===== src/rtl/eh2_dccm_req_seq.sv =====
// ---------------------------------------------------------------------------
// eh2_dccm_req_seq
//
// Sequences one load/store client onto the DCCM array port. Full-word stores
// are written directly. Partial stores do a read-modify-write. Loads return
// SECDED-corrected data with error flags. The array has a fixed 1-cycle read
// latency.
//
// Optional feature macro: EH2_DCCM_CORR_WB_EN. When it is defined, a load that
// hits a correctable error writes the corrected word back (CORR state).
//
// Ports:
//   i_clk, i_rst            clock, synchronous active-high reset
//   i_req_valid/o_req_ready request handshake (ready only in IDLE)
//   i_req_write             1 = store, 0 = load
//   i_req_addr              byte address, bits [1:0] ignored
//   i_req_wdata, i_req_be   store data and byte enables
//   i_ecc_disable           bypass ECC check/correction
//   o_rsp_valid             load response pulse
//   o_rsp_rdata             load data (corrected)
//   o_rsp_sb_err            single-bit error corrected
//   o_rsp_db_err            uncorrectable error
//   o_rmw_err               partial store aborted on an uncorrectable error
//   o_dccm_wren/o_dccm_rden array write/read enables
//   o_dccm_wr_addr/rd_addr  array addresses
//   o_dccm_wr_data          array write data {ecc[6:0], data[31:0]}
//   i_dccm_rd_data          array read data, valid the cycle after rden
// ---------------------------------------------------------------------------
module eh2_dccm_req_seq #(
    parameter int DCCM_BITS        = 16,
    parameter int DCCM_FDATA_WIDTH = 39
) (
    input  logic                        i_clk,
    input  logic                        i_rst,
    input  logic                        i_req_valid,
    output logic                        o_req_ready,
    input  logic                        i_req_write,
    input  logic [DCCM_BITS-1:0]        i_req_addr,
    input  logic [31:0]                 i_req_wdata,
    input  logic [3:0]                  i_req_be,
    input  logic                        i_ecc_disable,
    output logic                        o_rsp_valid,
    output logic [31:0]                 o_rsp_rdata,
    output logic                        o_rsp_sb_err,
    output logic                        o_rsp_db_err,
    output logic                        o_rmw_err,
    output logic                        o_dccm_wren,
    output logic                        o_dccm_rden,
    output logic [DCCM_BITS-1:0]        o_dccm_wr_addr,
    output logic [DCCM_BITS-1:0]        o_dccm_rd_addr,
    output logic [DCCM_FDATA_WIDTH-1:0] o_dccm_wr_data,
    input  logic [DCCM_FDATA_WIDTH-1:0] i_dccm_rd_data
);

    typedef enum logic [2:0] {
        S_IDLE,
        S_WR,
        S_RD,
        S_CHK,
        S_MERGE
`ifdef EH2_DCCM_CORR_WB_EN
        , S_CORR
`endif
    } t_state;

    // Hamming check bits: data bits occupy codeword positions 3..38 that are
    // not powers of two; the check value is the XOR of the positions of all
    // set data bits.
    function automatic logic [5:0] f_hamming(input logic [31:0] d);
        logic [31:0] v;
        logic [5:0]  h;
        v = d;
        h = '0;
        for (int p = 3; p < 39; p++) begin
            if ((p & (p - 1)) != 0) begin
                if (v[0]) h = h ^ p[5:0];
                v = v >> 1;
            end
        end
        return h;
    endfunction

    // Stored word: {overall parity, hamming[5:0], data[31:0]}.
    function automatic logic [DCCM_FDATA_WIDTH-1:0] f_encode(input logic [31:0] d);
        logic [5:0] h;
        h = f_hamming(d);
        return {^{h, d}, h, d};
    endfunction

    t_state                      r_state;
    t_state                      w_state_d;
    logic [DCCM_BITS-1:0]        r_addr;
    logic [31:0]                 r_wdata;
    logic [3:0]                  r_be;
    logic                        r_rmw;
    logic [31:0]                 r_old;
    logic [DCCM_FDATA_WIDTH-1:0] r_wr_word;
    logic                        r_rsp_valid;
    logic [31:0]                 r_rsp_rdata;
    logic                        r_rsp_sb_err;
    logic                        r_rsp_db_err;
    logic                        r_rmw_err;

    logic                        w_wren;
    logic                        w_rden;
    logic [31:0]                 w_raw;
    logic [5:0]                  w_syndrome;
    logic                        w_parity_odd;
    logic [31:0]                 w_flip;
    logic [31:0]                 w_bit;
    logic [31:0]                 w_corr;
    logic                        w_sb;
    logic                        w_db;
    logic [31:0]                 w_be_mask;
    logic [31:0]                 w_merged;

    // SECDED decode of the array read data.
    assign w_raw        = i_dccm_rd_data[31:0];
    assign w_syndrome   = i_dccm_rd_data[37:32] ^ f_hamming(w_raw);
    assign w_parity_odd = ^i_dccm_rd_data;

    // The syndrome names the codeword position in error; map it back to a
    // data bit. Check-bit positions never match, so they leave data intact.
    always_comb begin
        w_flip = '0;
        w_bit  = 32'h1;
        for (int p = 3; p < 39; p++) begin
            if ((p & (p - 1)) != 0) begin
                if (p[5:0] == w_syndrome) w_flip = w_flip | w_bit;
                w_bit = w_bit << 1;
            end
        end
    end

    assign w_sb   = !i_ecc_disable && w_parity_odd;
    assign w_db   = !i_ecc_disable && !w_parity_odd && (w_syndrome != 6'd0);
    assign w_corr = w_sb ? (w_raw ^ w_flip) : w_raw;

    assign w_be_mask = {{8{r_be[3]}}, {8{r_be[2]}}, {8{r_be[1]}}, {8{r_be[0]}}};
    assign w_merged  = (r_wdata & w_be_mask) | (r_old & ~w_be_mask);

    always_comb begin
        w_state_d = r_state;
        w_wren    = 1'b0;
        w_rden    = 1'b0;
        case (r_state)
            S_IDLE: begin
                if (i_req_valid) begin
                    w_state_d = (i_req_write && (i_req_be == 4'hF)) ? S_WR : S_RD;
                end
            end
            S_WR: begin
                w_wren    = 1'b1;
                w_state_d = S_IDLE;
            end
            S_RD: begin
                w_rden    = 1'b1;
                w_state_d = S_CHK;
            end
            S_CHK: begin
                if (r_rmw) begin
                    w_state_d = w_db ? S_IDLE : S_MERGE;
                end else begin
`ifdef EH2_DCCM_CORR_WB_EN
                    w_state_d = w_sb ? S_CORR : S_IDLE;
`else
                    w_state_d = S_IDLE;
`endif
                end
            end
            S_MERGE: w_state_d = S_WR;
`ifdef EH2_DCCM_CORR_WB_EN
            S_CORR: begin
                w_wren    = 1'b1;
                w_state_d = S_IDLE;
            end
`endif
            default: w_state_d = S_IDLE;
        endcase
    end

    always_ff @(posedge i_clk) begin
        if (i_rst) begin
            r_state      <= S_IDLE;
            r_addr       <= '0;
            r_wdata      <= '0;
            r_be         <= '0;
            r_rmw        <= 1'b0;
            r_old        <= '0;
            r_wr_word    <= '0;
            r_rsp_valid  <= 1'b0;
            r_rsp_rdata  <= '0;
            r_rsp_sb_err <= 1'b0;
            r_rsp_db_err <= 1'b0;
            r_rmw_err    <= 1'b0;
        end else begin
            r_state     <= w_state_d;
            r_rsp_valid <= 1'b0;
            r_rmw_err   <= 1'b0;
            case (r_state)
                S_IDLE: begin
                    if (i_req_valid) begin
                        r_addr    <= i_req_addr & ~DCCM_BITS'(3);
                        r_wdata   <= i_req_wdata;
                        r_be      <= i_req_be;
                        r_rmw     <= i_req_write && (i_req_be != 4'hF);
                        r_wr_word <= f_encode(i_req_wdata);
                    end
                end
                S_CHK: begin
                    if (!r_rmw) begin
                        r_rsp_valid  <= 1'b1;
                        r_rsp_rdata  <= w_corr;
                        r_rsp_sb_err <= w_sb;
                        r_rsp_db_err <= w_db;
`ifdef EH2_DCCM_CORR_WB_EN
                        r_wr_word    <= f_encode(w_corr);
`endif
                    end else if (w_db) begin
                        r_rmw_err <= 1'b1;
                    end else begin
                        r_old <= w_corr;
                    end
                end
                S_MERGE: r_wr_word <= f_encode(w_merged);
                default: ;
            endcase
        end
    end

    // Handshake and array strobes are forced low while reset is asserted.
    assign o_req_ready    = !i_rst && (r_state == S_IDLE);
    assign o_dccm_wren    = !i_rst && w_wren;
    assign o_dccm_rden    = !i_rst && w_rden;
    assign o_dccm_wr_addr = r_addr;
    assign o_dccm_rd_addr = r_addr;
    assign o_dccm_wr_data = r_wr_word;
    assign o_rsp_valid    = r_rsp_valid;
    assign o_rsp_rdata    = r_rsp_rdata;
    assign o_rsp_sb_err   = r_rsp_sb_err;
    assign o_rsp_db_err   = r_rsp_db_err;
    assign o_rmw_err      = r_rmw_err;

endmodule


===== config.mk =====
export PLATFORM = sky130hd
export DESIGN_NAME = eh2_dccm_req_seq
export DESIGN_NICKNAME = d
export VERILOG_FILES = /design/src/rtl/eh2_dccm_req_seq.sv
export SDC_FILE = /design/constraint.sdc
export NUM_CORES = 1
export LEC_CHECK = 0
export ABC_AREA = 1
export CAP_MARGIN = 20
export CELL_PAD_IN_SITES_DETAIL_PLACEMENT = 1
export CELL_PAD_IN_SITES_GLOBAL_PLACEMENT = 1
export CORE_ASPECT_RATIO = 0.6
export CORE_MARGIN = 5
export CORE_UTILIZATION = 33
export DETAILED_ROUTE_END_ITERATION = 10
export GPL_TIMING_DRIVEN = 0
export PLACE_DENSITY = 0.76
export SETUP_SLACK_MARGIN = 0.5
export SLEW_MARGIN = 20
export SYNTH_ARGS = -nofsm -noshare
export SYNTH_HDL_FRONTEND = slang
export SYNTH_SLANG_ARGS = --single-unit
export TNS_END_PERCENT = 5

===== constraint.sdc =====
create_clock -name i_clk -period 2.4 [get_ports i_clk]
set_input_delay 0.36 -clock i_clk [delete_from_list [all_inputs] [get_ports i_clk]]
set_output_delay 0.36 -clock i_clk [all_outputs]
set_load 0.005 [all_outputs]

==> results of run 1 <==
synth_stat cells (24+ instances only):
library cell and count:
nand2_1 758, o21ai_1 24, inv_1 208, a21oi_2 29, nor2_1 127, clkbuf_1 58, a21oi_1 57, xor2_1 63
dfxtp_1 161, nand3_1 126, o21ai_0 82, xnor2_1 86
final timing paths:
kind	from	slack [ns]	cells after the start	end
max	r_be[1]	-0.1	16	o_dccm_wr_data[38]
min	i_dccm_rd_data[6]	0.27	5	r_old[6]
max reg2reg	r_be[1]	-0.1	16	o_dccm_wr_data[38]
min reg2reg	o_rsp_rdata[21]	0.46	2	o_rsp_rdata[21]
logic make-up after synthesis:
logic type                synth area share, %
other                                  0.0324
DFF                                      27.9
xor gates and xnor gates                 12.1
and+or+nand+nor                          37.5
AOI/OAI and AO/OA                        11.0
buffers and inverters                    11.6
cell type report:
| class | count | area [um2] | area share, % |
|---|---|---|---|
| sequential | 161 | 3240 | 18.1 |
| clock buffer | 17 | 425 | 2.38 |
| clock inverter | 15 | 186 | 1.05 |
| timing repair buffer | 262 | 2560 | 14.3 |
| buffer | 102 | 797 | 4.47 |
| tap | 467 | 584 | 3.28 |
| multi-input combinational | 1438 | 9200 | 51.6 |
| antenna | 2 | 5.00 | 0.0281 |
| inverter | 214 | 842 | 4.72 |
registers in the layout (all words and copies together), names as in the netlist:
signal          count
o_dccm_wr_data     39
o_rsp_rdata        32
r_old              32
r_wdata            32
o_dccm_rd_addr     14
r_be                4
r_state             3
o_rmw_err           1
o_rsp_db_err        1
o_rsp_sb_err        1
o_rsp_valid         1
r_rmw               1
through the flow:
stage                     cells  TNS (ns)
final                      2678    -0.135
after global routing       2678    -0.436
after CTS                  2664         0
after detailed placement   2561    -77.11
after global placement     2561    -68.74
after floorplan            1915         0
per-layer routing:
metal | GRT usage [%] | wire length (um)
met1 | 38.7 | 26500
met2 | 42.2 | 26000
met3 | 7.85 | 4920
met4 | 6.34 | 916
met5 | 0 | 0
cell usage in the layout, fill, tap and decap left out, types with 7 or more instances in the layout:
| cell type | netlist | layout |
|---|---|---|
| a211oi_1 | 22 | 22 |
| a21oi_1 | 57 | 53 |
| a21oi_2 | 29 | 33 |
| buf_12 | 0 | 9 |
| buf_2 | 9 | 22 |
| buf_4 | 20 | 86 |
| buf_6 | 8 | 26 |
| buf_8 | 0 | 11 |
| clkbuf_1 | 58 | 27 |
| clkbuf_16 | 0 | 19 |
| clkbuf_2 | 1 | 16 |
| clkdlybuf4s50_1 | 0 | 133 |
| dfxtp_1 | 161 | 157 |
| dlymetal6s2s_1 | 0 | 7 |
| inv_1 | 208 | 187 |
| inv_2 | 3 | 16 |
| inv_4 | 1 | 7 |
| nand2_1 | 758 | 542 |
| nand2_2 | 8 | 170 |
| nand2_4 | 1 | 52 |
| nand3_1 | 126 | 78 |
| nand3_2 | 4 | 46 |
| nand4_1 | 10 | 10 |
| nor2_1 | 127 | 104 |
| nor2_2 | 4 | 7 |
| nor2_4 | 3 | 23 |
| o21ai_0 | 82 | 66 |
| o21ai_1 | 24 | 27 |
| o21ai_2 | 0 | 7 |
| xnor2_1 | 86 | 40 |
| xnor2_2 | 4 | 35 |
| xnor2_4 | 1 | 16 |
| xor2_1 | 63 | 40 |
| xor2_2 | 0 | 16 |
| xor2_4 | 0 | 7 |
power by group:
| part | total, mW | leakage (nW) | internal (mW) | switching, mW |
|---|---|---|---|---|
| registers | 3.00 | 1.32 | 2.86 | 0.140 |
| clock network | 2.95 | 0.297 | 1.50 | 1.45 |
| logic | 7.23 | 6.63 | 2.71 | 4.52 |
| total | 13.2 | 8.25 | 7.07 | 6.11 |
worst reg2reg max path, stage by stage (launching register included):
cell and delay [ns]:
dfxtp_4 0.40, inv_6 0.06, buf_8 0.13, nand2_1 0.10, nand2_2 0.09, nand2_2 0.07
nand2_2 0.09, buf_4 0.16, xnor2_2 0.13, xor2_1 0.25, xor2_2 0.27, nor2_1 0.08
nor2_1 0.20, inv_1 0.08, nand2_1 0.08, nand3_2 0.11, a21oi_2 0.13
what timing repair did:
action / in CTS / in global routing
gates resized for setup: 540 / 326
hold endpoints to repair: 0 / 0
setup buffers: 58 / 11
cloned: 13 / 1
pin swaps: 135 / 165
endpoints found under the setup margin: 146 / 163
==> flow_summary.ini, run 1 <==
[route]
drt-initial-drc-count = 1276
routed_wl_um = 58400
ant_nets = 0
via_count = 14046
drc = 0
via_per_inst = 5.24
wl_per_cell_um = 21.8
first_pass_iters = 6

[setup_path]
cpPeakStageDelay_ns = 0.40
path_max_fanout = 5
worstPathCellList = inv_6, buf_8, nand2_1, nand2_2, nand2_2, nand2_2, buf_4, xnor2_2, xor2_1, xor2_2, nor2_1, nor2_1, inv_1, nand2_1, nand3_2, a21oi_2
endpoint_kind = register
crit_family = simple AND/OR/NAND/NOR gates
timing_worst_setup_path_type = register to register
crit_arrival_ns = 2.90
start_kind = register
crit_buf_inv = 4
cpMaxStageDelayCell = dfxtp_4
crit_top_cell = nand2_2
worst_ep_required_time_ns = 2.81

[clocking]
path_clk_slew_ns = 0.08
clockBufferDepth = 2
ctsHoldBuffers = 0
cts_tree = yes
cts-htree-levels = 4
clk_latency_ns = 0.46
root_buffer = clkbuf_16
cts.sinks = 161
cts_buffers = 17

[die]
initial_core_util_pct = 33.2
rows = 53
die_h_um = 155
die_x_um = 252
dieArea_um2 = 39000
core_um2 = 34800
io_pins = 206

[power]
p_leak_nw = 8.25
ir_worst_vdd_mv = 0.526
power.density_nw_per_um2 = 739
p_total_mw = 13.2

[placed_design]
place.gp.congestion = 0.944
postPlaceCellArea_um2 = 14000
place_ws_ns = -1.19
port_buffers = 179
dp_hpwl_um = 42000

[logic_synthesis]
synth_edf_count = 0
yosysUniqueCellTypes = 41
yosysSeqAreaShare_pct = 27.9
yosys.area.top_type = dfxtp_1
ys_async_sr_fraction_pct = 0
syn_inst = 1912
synth_area_um2 = 11600
yosys_warnings = 0
ys.flop_type = dfxtp_1
synth_area_leaders = dfxtp_1 28%, nand2_1 25%, inv_1 6.8%
yosysTopAreaCellShare_pct = 27.9
avgSynthCellArea_um2 = 6.05
ys_seq_elements = 161

[sta]
relSlewSlack_pct = 44.1
worst_slack_ns = -0.0984
finalHoldViolCount = 0
rsz0062_at_grt = true
setup_viol_count_final = 3
worst_pin_slew_ns = 0.839
finalCritPeriodShare_pct = 104
fin_hold_ws_ns = 0.272
drv_slew = 0
fin_crit_ns = 2.50
clock_skew_ns = 0.0113
fmax_mhz = 400

[global_routing]
grt_use_total_pct = 27.6
antenna_found_initial = 2
grt.overflow.total = 0
grt_start_max_net_pins = 19
grt_pass1_vias = 14220
grt_pass1_wl_um = 82600

[final_layout]
nets = 2292
drive_gt1_share_pct = 31.1
fin_area_um2 = 17800
final_util_pct = 51.2
syn_to_final_growth_pct = 54.2
fillers = 4365

[worst_hold_path]
hold_path_class = primary input to register

[run]
cap_violations = 0

[status]
status = finished, violations left
violations = setup timing
(Power assumes the default switching activity.)
==> run 2: changes to the inputs <==
--- a/config.mk
+++ b/config.mk
@@ -11,10 +11,10 @@
 export CELL_PAD_IN_SITES_GLOBAL_PLACEMENT = 1
 export CORE_ASPECT_RATIO = 0.6
 export CORE_MARGIN = 5
-export CORE_UTILIZATION = 33
+export CORE_UTILIZATION = 37
 export DETAILED_ROUTE_END_ITERATION = 10
 export GPL_TIMING_DRIVEN = 0
-export PLACE_DENSITY = 0.76
+export PLACE_DENSITY = 0.81
 export SETUP_SLACK_MARGIN = 0.5
 export SLEW_MARGIN = 20
 export SYNTH_ARGS = -nofsm -noshare
==> constraint.sdc (replaced) <==
create_clock -name i_clk -period 2.5 [get_ports i_clk]
set_input_delay 0.375 -clock i_clk [delete_from_list [all_inputs] [get_ports i_clk]]
set_output_delay 0.375 -clock i_clk [all_outputs]
set_load 0.005 [all_outputs]
==> run 2 against run 1 <==
Compared with the run above:
- the run still ends with setup timing left
- first-iteration DRC count grew 49%
- sequential share of layout area down 0.19 points
- final cell count is 1.3% lower
- critical path depth grew 5
- total power down 1.3%
- combinational power up 2%
- sequential power down 4%
- core utilization increased by 6.9 points
- hold slack improved by 0.041 ns
- clock skew is 0.0017 ns higher
- highest routed layer is now met5
==> flow_summary.ini, run 2 (synthesis gave the netlist of run 1 again) <==
[power]
p_sw_mw = 6.22
seqPwrFrac_pct = 22.2
intPower_mw = 6.79
p_leak_nw = 8.36
pwr-share-comb_pct = 56.8
clkPwrFrac_pct = 21.0
ir_worst_vdd_mv = 0.518
power.density_nw_per_um2 = 722
swShare_pct = 47.8

[clocking]
path_clk_slew_ns = 0.08
cts.sinks = 161
clk_latency_ns = 0.47
root_buffer = clkbuf_16
ctsHoldBuffers = 0
cts_buffers = 17
cts-htree-levels = 4
clockBufferDepth = 2
cts_tree = yes

[setup_path]
crit_arrival_ns = 3.05
crit_family = simple AND/OR/NAND/NOR gates
start_kind = register
endpoint_kind = register
reg2regPathDepth = 21
reg2reg_to = o_dccm_wr_data[38]
crit_top_cell = nand2_2
crit_buf_inv = 3
path_max_fanout = 6
timing_worst_setup_path_type = register to register
worst_ep_required_time_ns = 2.90
cpMaxStageDelayCell = dfxtp_4
r2r_slack_ns = -0.15
cpPeakStageDelay_ns = 0.39
worstPathCellList = buf_8, nand2_1, nand2_2, nand2_1, nand2_2, nand2_1, nand2_2, inv_1, nand2_2, nand2_2, nand2_4, nand2_2, nand2_1, nand2_1, nand2_1, nand2_2, inv_1, nand3_2, nand3_1, nand3_2, a21oi_2
reg2reg_from = r_be[3]

[worst_hold_path]
hold_path_startpoint = i_dccm_rd_data[19]
holdPathEnd = r_old[19]
hold_depth = 4
hold_path_class = primary input to register

[route]
drc = 0
routed_wl_um = 67100
first_pass_iters = 6
ant_nets = 0
drt-initial-drc-count = 1896
wl_per_cell_um = 25.4
via_count = 15276
via_per_inst = 5.78

[sta]
worst_pin_slew_ns = 0.898
finalCritPeriodShare_pct = 106
fin_crit_ns = 2.65
fin_hold_ws_ns = 0.313
rsz0062_at_grt = true
drv_slew = 0
relSlewSlack_pct = 40.1
finalHoldViolCount = 0
worst_slack_ns = -0.150
fmax_mhz = 377
clock_skew_ns = 0.0130
setup_viol_count_final = 46

[global_routing]
grt_use_total_pct = 32.7
grt_pass1_wl_um = 88100
grt.overflow.total = 0
antenna_found_initial = 2
grt_start_max_net_pins = 17
grt_pass1_vias = 14965

[die]
die_x_um = 238
rows = 50
io_pins = 206
dieArea_um2 = 35000
die_h_um = 147
initial_core_util_pct = 37.3
core_um2 = 31000

[final_layout]
syn_to_final_growth_pct = 55.9
final_cell_mix = 521 x nand2_1, 181 x inv_1, 161 x nand2_2
multi_input_area_um2 = 9300
largest_reg_flops = 39
seqCellArea_um2 = 3240
fillers = 3906
drive_gt1_share_pct = 31.1
final_util_pct = 58.1
fin_area_um2 = 18000
nets = 2310
layout_commonest_cell = nand2_1

[placed_design]
dp_hpwl_um = 42200
postPlaceCellArea_um2 = 14000
port_buffers = 179
place.gp.congestion = 0.965

[status]
status = finished, violations left
violations = setup timing

[run]
cap_violations = 0
run 2: stage by stage:
step                instances  setup TNS, ns  power (mW)  worst slack, ns
floorplan                1915              0        5.79            0.288
global placement         2510         -61.17        7.18            -1.08
detailed placement       2510         -69.83        7.39            -1.21
CTS                      2613              0        11.5            0.113
global route             2643          -4.63        13.3           -0.195
finish                   2644          -2.92        13.0           -0.150
run 2: repair_timing:
item                       CTS  global route
pin swaps                  114           122
setup endpoints to repair  128           157
buffers inserted            59            28
gates resized for setup    563           299
cloned                      12             2
run 2: how the worst max path moves through the flow:
stage | from | to | slack (ns) | cells past startpoint
global placement | i_dccm_rd_data[25] | o_rsp_rdata[30] | -1.08 | 16
finish | r_be[3] | o_dccm_wr_data[38] | -0.15 | 21
floorplan | i_dccm_rd_data[6] | r_old[9] | 0.29 | 16
CTS | r_be[0] | o_dccm_wr_data[38] | 0.11 | 17
global route | r_be[3] | o_dccm_wr_data[38] | -0.19 | 21
detailed placement | i_dccm_rd_data[30] | r_old[7] | -1.21 | 13
run 2: worst register-to-register path: cells and delay by family (launching register included):
kind	cells	cell delay (ns)
AND/OR/NAND/NOR	17	1.75
flip-flops	1	0.39
buffers and inverters	3	0.30
AO/OA/AOI/OAI	1	0.16
run 2: area by class of cell:
type	instances	area share, %
antenna	1	0.0139
buffer	102	4.41
clock buffer	19	2.51
clock inverter	13	0.631
inverter	214	4.72
multi-input combinational	1438	51.6
sequential	161	17.9
tap	416	2.89
timing repair buffer	280	15.3
run 2: routing by layer:
layer	track usage [%]	wire, um	vias to the layer above
li1	-	-	6495
met1	44.6	27000	7459
met2	49.9	29200	1014
met3	9.98	7580	304
met4	9.75	3300	4
met5	0	29	-
run 2: power groups by stage:
| stage | Combinational [mW] | Sequential [mW] | Clock, mW |
|---|---|---|---|
| finish | 7.39 | 2.89 | 2.73 |
| global route | 7.62 | 2.91 | 2.80 |
| CTS | 5.94 | 2.88 | 2.67 |
| detailed placement | 4.47 | 2.92 | 0 |
| global placement | 4.27 | 2.91 | 0 |
| floorplan | 2.89 | 2.90 | 0 |
==> run 3: changes to the inputs <==
--- a/config.mk
+++ b/config.mk
@@ -12,6 +12,7 @@
 export CORE_ASPECT_RATIO = 0.6
 export CORE_MARGIN = 5
 export CORE_UTILIZATION = 37
+export CTS_CLUSTER_SIZE = 25
 export DETAILED_ROUTE_END_ITERATION = 10
 export GPL_TIMING_DRIVEN = 0
 export PLACE_DENSITY = 0.81
==> results of run 3 <==
Final layout, timing and power as in run 2 (identical DEF).
